`config.mk`:
```
export PLATFORM = sky130hd
export DESIGN_NAME = riscv_multi_ctrl_flat
export DESIGN_NICKNAME = d
export VERILOG_FILES = /design/src/rtl/riscv_multi_ctrl_pkg.sv /design/src/rtl/riscv_multi_ctrl_if.sv /design/src/rtl/riscv_multi_ctrl_alu_dec.sv /design/src/rtl/riscv_multi_ctrl.sv /design/src/flat_wrapper.sv
export SDC_FILE = /design/constraint.sdc
export NUM_CORES = 1
export LEC_CHECK = 0
export ABC_AREA = 1
export ABC_CLOCK_PERIOD_IN_PS = 2150
export CAP_MARGIN = 20
export CORE_MARGIN = 8
export CORE_UTILIZATION = 43
export CTS_BUF_LIST = sky130_fd_sc_hd__clkbuf_8
export DETAILED_ROUTE_END_ITERATION = 7
export PLACE_DENSITY = 0.93
export SYNTH_ARGS = -nofsm -noshare
export SYNTH_HDL_FRONTEND = slang
export SYNTH_HIERARCHICAL = 1
export SYNTH_SLANG_ARGS = --single-unit
```
`constraint.sdc`:
```
create_clock -name clk -period 2.15 [get_ports clk]
set_clock_uncertainty 0.05 [all_clocks]
set_input_delay 0.215 -clock clk [delete_from_list [all_inputs] [get_ports clk]]
set_output_delay 0.215 -clock clk [all_outputs]
set_load 0.05 [all_outputs]
```
`src/rtl/riscv_multi_ctrl_pkg.sv`:
```
// Shared encodings for the multicycle RV32I control path: FSM states, opcodes
// and the datapath mux/ALU select codes.
package riscv_ctrl_pkg;

    typedef enum logic [3:0] {
        S_FETCH,
        S_DECODE,
        S_MEM_ADR,
        S_MEM_RD,
        S_MEM_WB,
        S_MEM_WR,
        S_EXEC_R,
        S_EXEC_I,
        S_ALU_WB,
        S_BEQ,
        S_JAL,
        S_ERROR
    } state_t;

    localparam logic [6:0] OP_LW  = 7'b0000011;
    localparam logic [6:0] OP_SW  = 7'b0100011;
    localparam logic [6:0] OP_R   = 7'b0110011;
    localparam logic [6:0] OP_I   = 7'b0010011;
    localparam logic [6:0] OP_B   = 7'b1100011;
    localparam logic [6:0] OP_JAL = 7'b1101111;

    localparam logic [2:0] ALU_ADD = 3'b000;
    localparam logic [2:0] ALU_SUB = 3'b001;
    localparam logic [2:0] ALU_AND = 3'b010;
    localparam logic [2:0] ALU_OR  = 3'b011;
    localparam logic [2:0] ALU_SLT = 3'b101;

    localparam logic [1:0] RES_ALUOUT  = 2'b00;
    localparam logic [1:0] RES_MEMDATA = 2'b01;
    localparam logic [1:0] RES_ALU     = 2'b10;

    localparam logic [1:0] SRCA_PC    = 2'b00;
    localparam logic [1:0] SRCA_OLDPC = 2'b01;
    localparam logic [1:0] SRCA_RS1   = 2'b10;

    localparam logic [1:0] SRCB_RS2  = 2'b00;
    localparam logic [1:0] SRCB_IMM  = 2'b01;
    localparam logic [1:0] SRCB_FOUR = 2'b10;

    localparam logic [1:0] IMM_I = 2'b00;
    localparam logic [1:0] IMM_S = 2'b01;
    localparam logic [1:0] IMM_B = 2'b10;
    localparam logic [1:0] IMM_J = 2'b11;

endpackage

```
`src/rtl/riscv_multi_ctrl_if.sv`:
```
// Control/status bundle between the multicycle datapath (master) and its
// control FSM (slave).
interface riscv_multi_ctrl_if;

    logic [6:0] op;
    logic [2:0] funct3;
    logic       funct7b5;
    logic       zero;

    logic       pc_we;
    logic       adr_src;
    logic       mem_we;
    logic       ir_we;
    logic       reg_we;
    logic [1:0] result_src;
    logic [1:0] alu_src_a;
    logic [1:0] alu_src_b;
    logic [1:0] imm_src;
    logic [2:0] alu_ctrl;
    logic       instr_done;
    logic       err;

    modport master (
        output op, funct3, funct7b5, zero,
        input  pc_we, adr_src, mem_we, ir_we, reg_we, result_src,
               alu_src_a, alu_src_b, imm_src, alu_ctrl, instr_done, err
    );

    modport slave (
        input  op, funct3, funct7b5, zero,
        output pc_we, adr_src, mem_we, ir_we, reg_we, result_src,
               alu_src_a, alu_src_b, imm_src, alu_ctrl, instr_done, err
    );

endinterface

```
`src/rtl/riscv_multi_ctrl_alu_dec.sv`:
```
// ALU operation decode from funct3/funct7b5; also reports whether funct3 names
// a supported operation. Shared with the single-cycle control path.
module riscv_alu_dec
    import riscv_ctrl_pkg::*;
(
    input  logic [2:0] funct3,
    input  logic       funct7b5,
    input  logic       is_r,
    output logic [2:0] alu_ctrl,
    output logic       legal
);

    always_comb begin
        alu_ctrl = ALU_ADD;
        legal    = 1'b1;
        case (funct3)
            3'b000:  alu_ctrl = (is_r && funct7b5) ? ALU_SUB : ALU_ADD;
            3'b010:  alu_ctrl = ALU_SLT;
            3'b110:  alu_ctrl = ALU_OR;
            3'b111:  alu_ctrl = ALU_AND;
            default: legal    = 1'b0;
        endcase
    end

endmodule

```
`src/rtl/riscv_multi_ctrl.sv`:
```
// Multicycle RV32I control FSM: sequences one instruction at a time through the
// shared-memory datapath, driving every mux select and write enable.
module riscv_multi_ctrl
    import riscv_ctrl_pkg::*;
#(
    parameter int unsigned RESET_PC_HOLD = 1
) (
    input  logic                clk,
    input  logic                rst,
    riscv_multi_ctrl_if.slave   bus
);

    localparam int unsigned HOLD_W = (RESET_PC_HOLD > 0) ? $clog2(RESET_PC_HOLD + 1) : 1;

    state_t              state_q, state_d;
    logic [HOLD_W-1:0]   hold_q, hold_d;
    logic                hold_active;
    logic [2:0]          dec_alu_ctrl;
    logic                dec_legal;

    logic       pc_we, adr_src, mem_we, ir_we, reg_we, instr_done, err;
    logic [1:0] result_src, alu_src_a, alu_src_b, imm_src;
    logic [2:0] alu_ctrl;

    riscv_alu_dec u_alu_dec (
        .funct3   (bus.funct3),
        .funct7b5 (bus.funct7b5),
        .is_r     (bus.op == OP_R),
        .alu_ctrl (dec_alu_ctrl),
        .legal    (dec_legal)
    );

    assign hold_active = (hold_q != '0);

    always_ff @(posedge clk or posedge rst) begin
        if (rst) begin
            state_q <= S_FETCH;
            hold_q  <= HOLD_W'(RESET_PC_HOLD);
        end else begin
            state_q <= state_d;
            hold_q  <= hold_d;
        end
    end

    // The hold counter only ever runs in FETCH, which idles until it drains.
    always_comb begin
        hold_d  = hold_active ? hold_q - 1'b1 : hold_q;
        state_d = state_q;
        case (state_q)
            S_FETCH:   state_d = hold_active ? S_FETCH : S_DECODE;
            S_DECODE: begin
                case (bus.op)
                    OP_LW, OP_SW: state_d = S_MEM_ADR;
                    OP_R:         state_d = dec_legal ? S_EXEC_R : S_ERROR;
                    OP_I:         state_d = dec_legal ? S_EXEC_I : S_ERROR;
                    OP_B:         state_d = (bus.funct3 == 3'b000) ? S_BEQ : S_ERROR;
                    OP_JAL:       state_d = S_JAL;
                    default:      state_d = S_ERROR;
                endcase
            end
            S_MEM_ADR: state_d = (bus.op == OP_SW) ? S_MEM_WR : S_MEM_RD;
            S_MEM_RD:  state_d = S_MEM_WB;
            S_MEM_WB:  state_d = S_FETCH;
            S_MEM_WR:  state_d = S_FETCH;
            S_EXEC_R:  state_d = S_ALU_WB;
            S_EXEC_I:  state_d = S_ALU_WB;
            S_ALU_WB:  state_d = S_FETCH;
            S_BEQ:     state_d = S_FETCH;
            S_JAL:     state_d = S_ALU_WB;
            S_ERROR:   state_d = S_ERROR;
            default:   state_d = S_FETCH;
        endcase
    end

    always_comb begin
        pc_we      = 1'b0;
        adr_src    = 1'b0;
        mem_we     = 1'b0;
        ir_we      = 1'b0;
        reg_we     = 1'b0;
        instr_done = 1'b0;
        err        = 1'b0;
        result_src = RES_ALUOUT;
        alu_src_a  = SRCA_PC;
        alu_src_b  = SRCB_RS2;
        imm_src    = IMM_I;
        alu_ctrl   = ALU_ADD;
        case (state_q)
            S_FETCH: begin
                ir_we      = 1'b1;
                pc_we      = 1'b1;
                alu_src_b  = SRCB_FOUR;
                result_src = RES_ALU;
            end
            S_DECODE: begin
                alu_src_a = SRCA_OLDPC;
                alu_src_b = SRCB_IMM;
                imm_src   = IMM_B;
            end
            S_MEM_ADR: begin
                alu_src_a = SRCA_RS1;
                alu_src_b = SRCB_IMM;
                imm_src   = (bus.op == OP_SW) ? IMM_S : IMM_I;
            end
            S_MEM_RD:  adr_src = 1'b1;
            S_MEM_WB: begin
                result_src = RES_MEMDATA;
                reg_we     = 1'b1;
                instr_done = 1'b1;
            end
            S_MEM_WR: begin
                adr_src    = 1'b1;
                mem_we     = 1'b1;
                instr_done = 1'b1;
            end
            S_EXEC_R: begin
                alu_src_a = SRCA_RS1;
                alu_ctrl  = dec_alu_ctrl;
            end
            S_EXEC_I: begin
                alu_src_a = SRCA_RS1;
                alu_src_b = SRCB_IMM;
                alu_ctrl  = dec_alu_ctrl;
            end
            S_ALU_WB: begin
                reg_we     = 1'b1;
                instr_done = 1'b1;
            end
            S_BEQ: begin
                alu_src_a  = SRCA_RS1;
                alu_ctrl   = ALU_SUB;
                pc_we      = bus.zero;
                instr_done = 1'b1;
            end
            S_JAL: begin
                alu_src_a = SRCA_OLDPC;
                alu_src_b = SRCB_FOUR;
                pc_we     = 1'b1;
            end
            S_ERROR:   err = 1'b1;
            default: ;
        endcase
        // rst is gated in directly so writes drop in the same cycle it rises.
        if (rst || hold_active) begin
            pc_we  = 1'b0;
            ir_we  = 1'b0;
            mem_we = 1'b0;
            reg_we = 1'b0;
        end
    end

    assign bus.pc_we      = pc_we;
    assign bus.adr_src    = adr_src;
    assign bus.mem_we     = mem_we;
    assign bus.ir_we      = ir_we;
    assign bus.reg_we     = reg_we;
    assign bus.result_src = result_src;
    assign bus.alu_src_a  = alu_src_a;
    assign bus.alu_src_b  = alu_src_b;
    assign bus.imm_src    = imm_src;
    assign bus.alu_ctrl   = alu_ctrl;
    assign bus.instr_done = instr_done;
    assign bus.err        = err;

endmodule

```
`src/flat_wrapper.sv`:
```
// flat-port wrapper written by rule: the top's interface ports become plain ports
module riscv_multi_ctrl_flat import riscv_ctrl_pkg::*;
#(
    parameter int unsigned RESET_PC_HOLD = 1
)
  (clk, rst, bus_op, bus_funct3, bus_funct7b5, bus_zero, bus_pc_we, bus_adr_src, bus_mem_we, bus_ir_we, bus_reg_we, bus_result_src, bus_alu_src_a, bus_alu_src_b, bus_imm_src, bus_alu_ctrl, bus_instr_done, bus_err);
  riscv_multi_ctrl_if bus_i ();
  input  logic clk;
  input  logic rst;
  input wire logic [$bits(bus_i.op)-1:0] bus_op;
  input wire logic [$bits(bus_i.funct3)-1:0] bus_funct3;
  input wire logic [$bits(bus_i.funct7b5)-1:0] bus_funct7b5;
  input wire logic [$bits(bus_i.zero)-1:0] bus_zero;
  output wire logic [$bits(bus_i.pc_we)-1:0] bus_pc_we;
  output wire logic [$bits(bus_i.adr_src)-1:0] bus_adr_src;
  output wire logic [$bits(bus_i.mem_we)-1:0] bus_mem_we;
  output wire logic [$bits(bus_i.ir_we)-1:0] bus_ir_we;
  output wire logic [$bits(bus_i.reg_we)-1:0] bus_reg_we;
  output wire logic [$bits(bus_i.result_src)-1:0] bus_result_src;
  output wire logic [$bits(bus_i.alu_src_a)-1:0] bus_alu_src_a;
  output wire logic [$bits(bus_i.alu_src_b)-1:0] bus_alu_src_b;
  output wire logic [$bits(bus_i.imm_src)-1:0] bus_imm_src;
  output wire logic [$bits(bus_i.alu_ctrl)-1:0] bus_alu_ctrl;
  output wire logic [$bits(bus_i.instr_done)-1:0] bus_instr_done;
  output wire logic [$bits(bus_i.err)-1:0] bus_err;
  assign bus_i.op = bus_op;
  assign bus_i.funct3 = bus_funct3;
  assign bus_i.funct7b5 = bus_funct7b5;
  assign bus_i.zero = bus_zero;
  assign bus_pc_we = bus_i.pc_we;
  assign bus_adr_src = bus_i.adr_src;
  assign bus_mem_we = bus_i.mem_we;
  assign bus_ir_we = bus_i.ir_we;
  assign bus_reg_we = bus_i.reg_we;
  assign bus_result_src = bus_i.result_src;
  assign bus_alu_src_a = bus_i.alu_src_a;
  assign bus_alu_src_b = bus_i.alu_src_b;
  assign bus_imm_src = bus_i.imm_src;
  assign bus_alu_ctrl = bus_i.alu_ctrl;
  assign bus_instr_done = bus_i.instr_done;
  assign bus_err = bus_i.err;
  riscv_multi_ctrl #(.RESET_PC_HOLD(RESET_PC_HOLD)) u_core (.clk(clk), .rst(rst), .bus(bus_i));
endmodule
```
==> impl_metrics.json, run 1 <==
{
  "firstDrtPassIters": 5,
  "post_cts_resized": 0,
  "p_per_area_nw_per_um2": 1359,
  "cts_buffers": 3,
  "p_leak_nw": 0.5786,
  "rsz0062_at_grt": "false",
  "wl_microns": 1822,
  "n_antenna_cell": 0,
  "cts_hold_buf": 0,
  "final_nets": 161,
  "worstPathArrival_ns": 1.55,
  "rows": 13,
  "remaining_drc_errors": 0,
  "cts_root_buf": "clkbuf_8",
  "synth_cell_types": 20,
  "io_pins": 32,
  "status": "complete, no violations",
  "dp_hpwl_microns": 1553,
  "avgSynthCellArea_sq_um": 5.557,
  "crit_type": "input pin to output port",
  "fill_cells": 98,
  "crit_slowest_cell": "clkdlybuf4s50_1",
  "synth_seq_cells": 5,
  "crit_required_ns": 1.88,
  "wl_per_cell_microns": 11.32,
  "endpoint_kind": "output port",
  "hold_violations": 0,
  "hp-class": "input pin to asynchronous set/reset pin",
  "cts_tree": "yes",
  "postRouteAntennaNets": 0,
  "fin_crit_sh_pct": 84.31,
  "grt_pass1_vias": 723,
  "viasPerCell": 4.764,
  "area.growth.synth_to_final_pct": 68.97,
  "clock.fmax_mhz": 551.7,
  "port_buffers": 31,
  "seq_area_frac_synth_pct": 20.49,
  "dieArea_sq_um": 2903,
  "path_clk_slew_ns": 0.04,
  "critPathTopFamily": "buffers and inverters",
  "grt_max_degree": 11,
  "slew_violations": 0,
  "synth.net_count": 125,
  "worstPathBufferInverterCount": 3,
  "fin_hold_ws_ns": 0.1714,
  "period_minus_slack_ns": 1.813,
  "die_x_microns": 53.88,
  "fp.coreArea_sq_um": 1318,
  "r2r_slack_ns": 0.89,
  "syn_area_sq_um": 616.8,
  "vias": 767,
  "layout_common_cells": "nand2_1, nor2_1, inv_1",
  "drt_first_iter_violations": 26,
  "peakVddDrop_mv": 0.6698,
  "clk_path_buf_depth": 2,
  "drive_gt1_share_pct": 23.97,
  "r2r-end": "u_core/state_q[2]",
  "post_cts_buffers": 0,
  "regArea_sq_um": 126.4,
  "r2r_cells": 6,
  "initial_core_util_pct": 46.82,
  "cts_sinks": 5,
  "slowest_delay_ns": 0.59,
  "synthCells": 111,
  "die_y_microns": 53.88,
  "dp.cells": 157,
  "insertion_delay_ns": 0.22,
  "worstPathCellList": "clkdlybuf4s50_1 -> nand2_1 -> nor2_1 -> nand2_1 -> inv_1 -> nand2_1 -> nand2_1 -> nand3_1 -> nand2_1 -> buf_12",
  "finalSetupViolCount": 0,
  "worstPathMaxFanout": 5,
  "cap_violations": 0,
  "path_common_cell": "nand2_1",
  "final_util_pct": 79.11,
  "grt_overflow": 0,
  "cts.htree.levels": 1,
  "gp_congestion": 0.7698,
  "grt_pass1_wl_microns": 2911,
  "layout_commonest_cell": "nand2_1",
  "grt.total_usage_pct": 13.14,
  "yosys_warnings": 6,
  "startpoint_type": "input pin",
  "grt_antenna_before_repair": 0,
  "multi_input_area_sq_um": 390.4,
  "r2r_start": "u_core/state_q[1]",
  "final_cells": 161,
  "fin_setup_tns_ns": 0
}
==> cells in the mapped netlist <==
master     n  area [sq um]
a21oi_1    2         10.01
buf_6      1         11.26
conb_1     1         3.750
dfrtp_1    4         100.1
dfstp_2    1         26.28
inv_1     20         75.07
inv_2      2         7.510
inv_4      1         6.260
nand2_1   32         120.1
nand2_4    2         22.52
nand3_1    7         35.03
nand3_2    2         20.02
nand3b_1   1         7.510
nor2_1    22         82.58
nor2_2     1         6.260
nor2_4     3         33.78
nor3_1     4         20.02
o211ai_1   1         7.510
o21ai_0    3         15.01
or2_2      1         6.260
==> flip-flops by register name, indices dropped and copies added (netlist names) <==
signal              count
u_core/hold_active      1
u_core/state_q          4
==> worst max path at each step <==
stage	slack (ns)	from	end	cells past startpoint
floorplan	0.06	u_core/state_q[1]	bus_pc_we	6
global placement	0.36	bus_op[4]	bus_alu_ctrl[0]	10
CTS	0.33	bus_op[4]	bus_alu_ctrl[0]	10
global route	0.17	bus_op[4]	bus_alu_ctrl[0]	10
detailed placement	0.33	bus_op[4]	bus_alu_ctrl[0]	10
finish	0.34	bus_op[4]	bus_alu_ctrl[0]	10
==> cells by family after synthesis <==
family / share of synthesized area, %
AOI/OAI and AO/OA: 5.274
buffers and inverters: 16.23
DFF: 20.49
other: 0.6079
and+or+nand+nor: 57.41
==> final cells by class <==
type                    count  share of cell area, %
clock buffers               3                  3.962
clock inverters             1                 0.3601
inverters                  23                  8.523
multi-input cells          82                  37.45
flip-flops and latches      5                  12.12
well taps                  15                  1.801
repair buffers             32                  35.77
==> power by group <==
part	internal (W)	leakage, nW	switching [W]
sequential	0.000129	0.0618	0.0000589
clock	0.000122	0.0269	0.0000441
combinational	0.000331	0.490	0.000732
==> stage by stage <==
step,instance area [sq um],worst slack [ns],total power [W]
3_5_place_dp,997.2,0.3323,0.001249
6_report,1042,0.3374,0.001417
2_1_floorplan,616.8,0.06165,0.0009282
5_1_grt,1042,0.1746,0.001497
3_3_place_gp,997.2,0.3622,0.001227
4_1_cts,1042,0.3294,0.001426
==> layer usage <==
metal	track usage [%]	share of wire, %
met1	13.79	41
met3	2.204	8.7
met5	0	0
met2	23.94	49
met4	7.563	1.4
==> worst reg2reg max path: cells and delay by family, from the launching register on <==
kind	cells	cell delay (ns)
simple gates	4	0.44
flops	1	0.55
buf+inv	2	0.16
No activity file was read; power rests on OpenSTA's default activity.
==> run 2, diff against run 1 <==
- ABC_CLOCK_PERIOD_IN_PS: 2150 -> 1800
- CORE_ASPECT_RATIO: not set -> 0.9
- CORE_UTILIZATION: 43 -> 40
- PLACE_DENSITY: 0.93 -> 0.88
- clock period: 2.15 -> 1.8 ns (I/O delays scaled with it)
==> run 2 against run 1 <==
Sequential share of layout area fell by 1.8 points. Flip-flop and latch count did not move. Via count rose by 5.1%. Die area rose by 5.3%. Hold slack got worse by 0.037 ns. Register-to-register slack got worse by 0.41 ns. Combinational power rose by 62%. Largest power group unchanged. Highest routed layer unchanged.
==> impl_metrics.json, run 2 (synthesis results as in run 1) <==
{
  "crit_required_ns": 1.57,
  "status": "complete, no violations",
  "drive_gt1_share_pct": 32.89,
  "clk_path_buf_depth": 2,
  "grt_pass1_wl_microns": 3284,
  "grt_overflow": 0,
  "p_leak_nw": 0.6717,
  "p_per_area_nw_per_um2": 1739,
  "final_cells": 164,
  "slowest_delay_ns": 0.40,
  "grt_pass1_vias": 789,
  "rows": 13,
  "cap_violations": 0,
  "path_common_cell": "nand2_2",
  "combPwrFrac_pct": 80.4,
  "seq_power_share_pct": 10.2,
  "p_clk_share_pct": 9.4,
  "vias": 806,
  "startpoint_type": "register",
  "fp.coreArea_sq_um": 1448,
  "gp_congestion": 0.8478,
  "crit_slowest_cell": "dfrtp_1",
  "cts_sinks": 5,
  "largest_reg_flops": 4,
  "switching_power_w": 0.001112,
  "io_pins": 32,
  "slew_violations": 0,
  "hold_violations": 0,
  "port_buffers": 31,
  "final_nets": 164,
  "finalSetupViolCount": 0,
  "wl_microns": 2118,
  "internal_power_w": 0.001029,
  "regMostFlops": "u_core/state_q",
  "worstPathMaxFanout": 3,
  "fin_hold_ws_ns": 0.1345,
  "remaining_drc_errors": 0,
  "layout_commonest_cell": "nand2_1",
  "endpoint_kind": "output port",
  "wl_per_cell_microns": 12.91,
  "cts_buffers": 3,
  "final_cell_area_sq_um": 1231,
  "insertion_delay_ns": 0.22,
  "grt.total_usage_pct": 13.10,
  "cts_root_buf": "clkbuf_8",
  "layout_common_cells": "nand2_1, inv_1, nor2_1",
  "dieArea_sq_um": 3057,
  "clock.fmax_mhz": 584.0,
  "n_antenna_cell": 0,
  "postRouteAntennaNets": 0,
  "die_x_microns": 57.40,
  "worstPathCellList": "inv_1 -> nand2_2 -> inv_2 -> nand2_1 -> nand2_2 -> a21oi_1 -> nor2_2 -> buf_12",
  "initial_core_util_pct": 42.61,
  "crit_type": "register to output port",
  "worstPathArrival_ns": 1.48,
  "fin_crit_sh_pct": 95.13,
  "die_y_microns": 53.26,
  "cts.htree.levels": 1,
  "total_power_w": 0.002141,
  "swShare_pct": 51.94,
  "path_clk_slew_ns": 0.04,
  "place_area_sq_um": 1137,
  "area.growth.synth_to_final_pct": 99.59,
  "fin_setup_tns_ns": 0,
  "grt_max_degree": 11,
  "dp.cells": 158,
  "hp-class": "input pin to asynchronous set/reset pin",
  "period_minus_slack_ns": 1.712,
  "cts_tree": "yes",
  "drt_first_iter_violations": 15,
  "viasPerCell": 4.915,
  "firstDrtPassIters": 4,
  "grt_antenna_before_repair": 0,
  "dp_hpwl_microns": 1651,
  "peakVddDrop_mv": 1.187
}
## run 2: what timing repair did
action | CTS | global route
setup buffers | 0 | 2
gates resized for setup | 0 | 14
setup endpoints to repair | 0 | 3
hold buffers | 0 | 0
endpoints found under the hold margin | 0 | 0
## run 2: layer usage
metal / global-route usage (%) / vias to the layer above / wire, microns
met4: 5.394 / 0 / 44
met3: 3.623 / 4 / 127
met5: 0 / - / 0
met1: 12.72 / 356 / 843
li1: - / 409 / -
met2: 25.79 / 37 / 1102
## run 2: layout make-up
| class | instances | area (sq um) |
|---|---|---|
| timing repair buffer | 35 | 533.0 |
| multi-input combinational | 82 | 417.9 |
| fill | 74 | 216.5 |
| sequential | 5 | 127.6 |
| inverter | 23 | 88.84 |
| clock buffer | 3 | 41.29 |
| tap | 15 | 18.77 |
| clock inverter | 1 | 3.754 |
## run 2: per-stage QoR
step           worst slack, ns  util [%]
3_5_place_dp           0.08370     78.57
3_3_place_gp            0.1239     78.57
4_1_cts                0.02773     81.68
5_1_grt              -0.002495     85.05
2_1_floorplan         -0.04779         -
6_report               0.08767     85.05
## run 2: power groups by stage
stage	clock, W	combinational, W	sequential [W]
floorplan	0	0.000929	0.000190
global placement	0	0.00162	0.000217
detailed placement	0	0.00164	0.000220
CTS	0.000201	0.00164	0.000219
global route	0.000214	0.00181	0.000221
finish	0.000201	0.00172	0.000219
## run 2: critical path, delay by kind of cell (launching register included)
family | cells | cell delay (ns)
simple gates | 4 | 0.44
compound gates | 1 | 0.06
flops | 1 | 0.40
buf+inv | 3 | 0.36
## run 2: final timing paths
kind	startpoint	endpoint	slack [ns]	depth (start not counted)
min	rst	u_core/state_q[0]	0.13	2
max	u_core/state_q[2]	bus_pc_we	0.09	8
min in group clk	bus_op[1]	u_core/state_q[1]	0.42	6
min reg2reg	u_core/hold_active	u_core/state_q[0]	0.56	3
max in group asynchronous	rst	u_core/hold_active	1.32	2
max reg2reg	u_core/state_q[1]	u_core/state_q[2]	0.48	8
==> RTL edit: new RTL, config.mk and constraints of run 1 <==
The 12 states of `state_t` get a Gray code encoding in 4 bits.
--- a/src/rtl/riscv_multi_ctrl_pkg.sv
+++ b/src/rtl/riscv_multi_ctrl_pkg.sv
@@ -4,16 +4,16 @@
 
     typedef enum logic [3:0] {
-        S_FETCH,
-        S_DECODE,
-        S_MEM_ADR,
-        S_MEM_RD,
-        S_MEM_WB,
-        S_MEM_WR,
-        S_EXEC_R,
-        S_EXEC_I,
-        S_ALU_WB,
-        S_BEQ,
-        S_JAL,
-        S_ERROR
+        S_FETCH   = 4'b0000,
+        S_DECODE  = 4'b0001,
+        S_MEM_ADR = 4'b0011,
+        S_MEM_RD  = 4'b0010,
+        S_MEM_WB  = 4'b0110,
+        S_MEM_WR  = 4'b0111,
+        S_EXEC_R  = 4'b0101,
+        S_EXEC_I  = 4'b0100,
+        S_ALU_WB  = 4'b1100,
+        S_BEQ     = 4'b1101,
+        S_JAL     = 4'b1111,
+        S_ERROR   = 4'b1110
     } state_t;
 
Formal check against the unedited RTL: same outputs for any inputs over 10 cycles, from zero or initial values and one cycle with rst high; not proved beyond that.
==> RTL edit against run 1 <==
Die area rose by 2.4%; final area is 2.8% higher; combinational power down 16%; power shrank 13%; area after synthesis grew 3.4%; non-clock buffer count decreased by 1; sequential cell count is the same; worst setup slack got worse by 130 ps; synthesized cell count rose by 6.3%; routed wire length fell by 3.8%; critical endpoint unchanged.
==> RTL edit: results (changes against run 1) <==
grt_max_degree: 7  # -4
fillCellCount: 137  # +40%
drt_iter0_drc: 14  # -46%
swShare_pct: 56.9  # -2.0 points
dpl_worst_slack_ps: 199  # -134 ps
synth-compound-area-share_pct: 6.86  # +1.6 points
drive_above_1_share_pct: 26.1  # +2.2 points
reg2reg_from: "u_core/state_q[3]$_DFF_PP0_"
grt_usage_pct: 12.4  # -0.70 points
vias: 804  # +4.8%
ys_seq_area_share_pct: 19.8  # -0.68 points
r2r_cells: 5  # -1
place_area_sq_mm: 0.00103  # +2.9%
dp_cells: 165  # +5.1%
first_pass_iters: 4  # -1
hpwl_mm: 1.63  # +5.0%
grt_pass1_wl_mm: 2.87  # -1.4%
path_delay_family: "simple AND/OR/NAND/NOR gates"
critPathMaxStageDelay_ps: 460  # -130 ps
status: "complete, no violations"
power_leakage_nw: 0.589  # +1.8%
syn-instance-count: 118  # +6.3%
timing.hold.ws_ps: 171  # -0.650 ps
place.gp.congestion: 0.869  # +13%
yosys-top-cells-count: "nand2_1, inv_1, nor2_1, nand3_1, a21oi_1"
RTL edit: cell count changes in the layout (fill, tap and decap cells not counted), sizes merged, moves of 2 or more:
| cell | change |
|---|---|
| a21oi | +3 |
| nand3 | -3 |
| nor3 | -2 |
| nand4 | +2 |
| nand2 | +9 |
RTL edit: power by group through the flow:
| stage | clock, W | combinational [W] | sequential (W) |
|---|---|---|---|
| finish | 0.000163 | 0.000890 | 0.000173 |
| global route | 0.000180 | 0.000947 | 0.000179 |
| CTS | 0.000167 | 0.000897 | 0.000173 |
| detailed placement | 0 | 0.000896 | 0.000173 |
| global placement | 0 | 0.000880 | 0.000169 |
| floorplan | 0 | 0.000615 | 0.000165 |
RTL edit: metal layers:
layer  wire length (um)  vias up  global-route usage (%)  part of all wire, %
met5                  0        -                       0                    0
met4                  0        0                    2.46                    0
met3                156        0                    3.26                  8.9
met2                889       32                    23.5                   51
met1                706      349                    13.5                   40
li1                   -      423                       -                    -
RTL edit: cell type report:
| class | instances | area (sq um) | area share, % |
|---|---|---|---|
| Multi-Input combinational cell | 88 | 420 | 39.3 |
| Timing Repair Buffer | 31 | 365 | 34.1 |
| Inverter | 25 | 93.8 | 8.76 |
| Sequential cell | 5 | 126 | 11.8 |
| Clock buffer | 3 | 41.3 | 3.86 |
| Clock inverter | 1 | 3.75 | 0.350 |
| Tap cell | 16 | 20.0 | 1.87 |
RTL edit: cell families after synthesis:
logic type,after synthesis
simple gates,79
buf+inv,25
compound gates,8
flops,5
other cells,1
RTL edit: worst register-to-register path: cells and delay by family (launching register included):
family / cells / cell delay (ps)
and+or+nand+nor: 5 / 690
DFF: 1 / 460
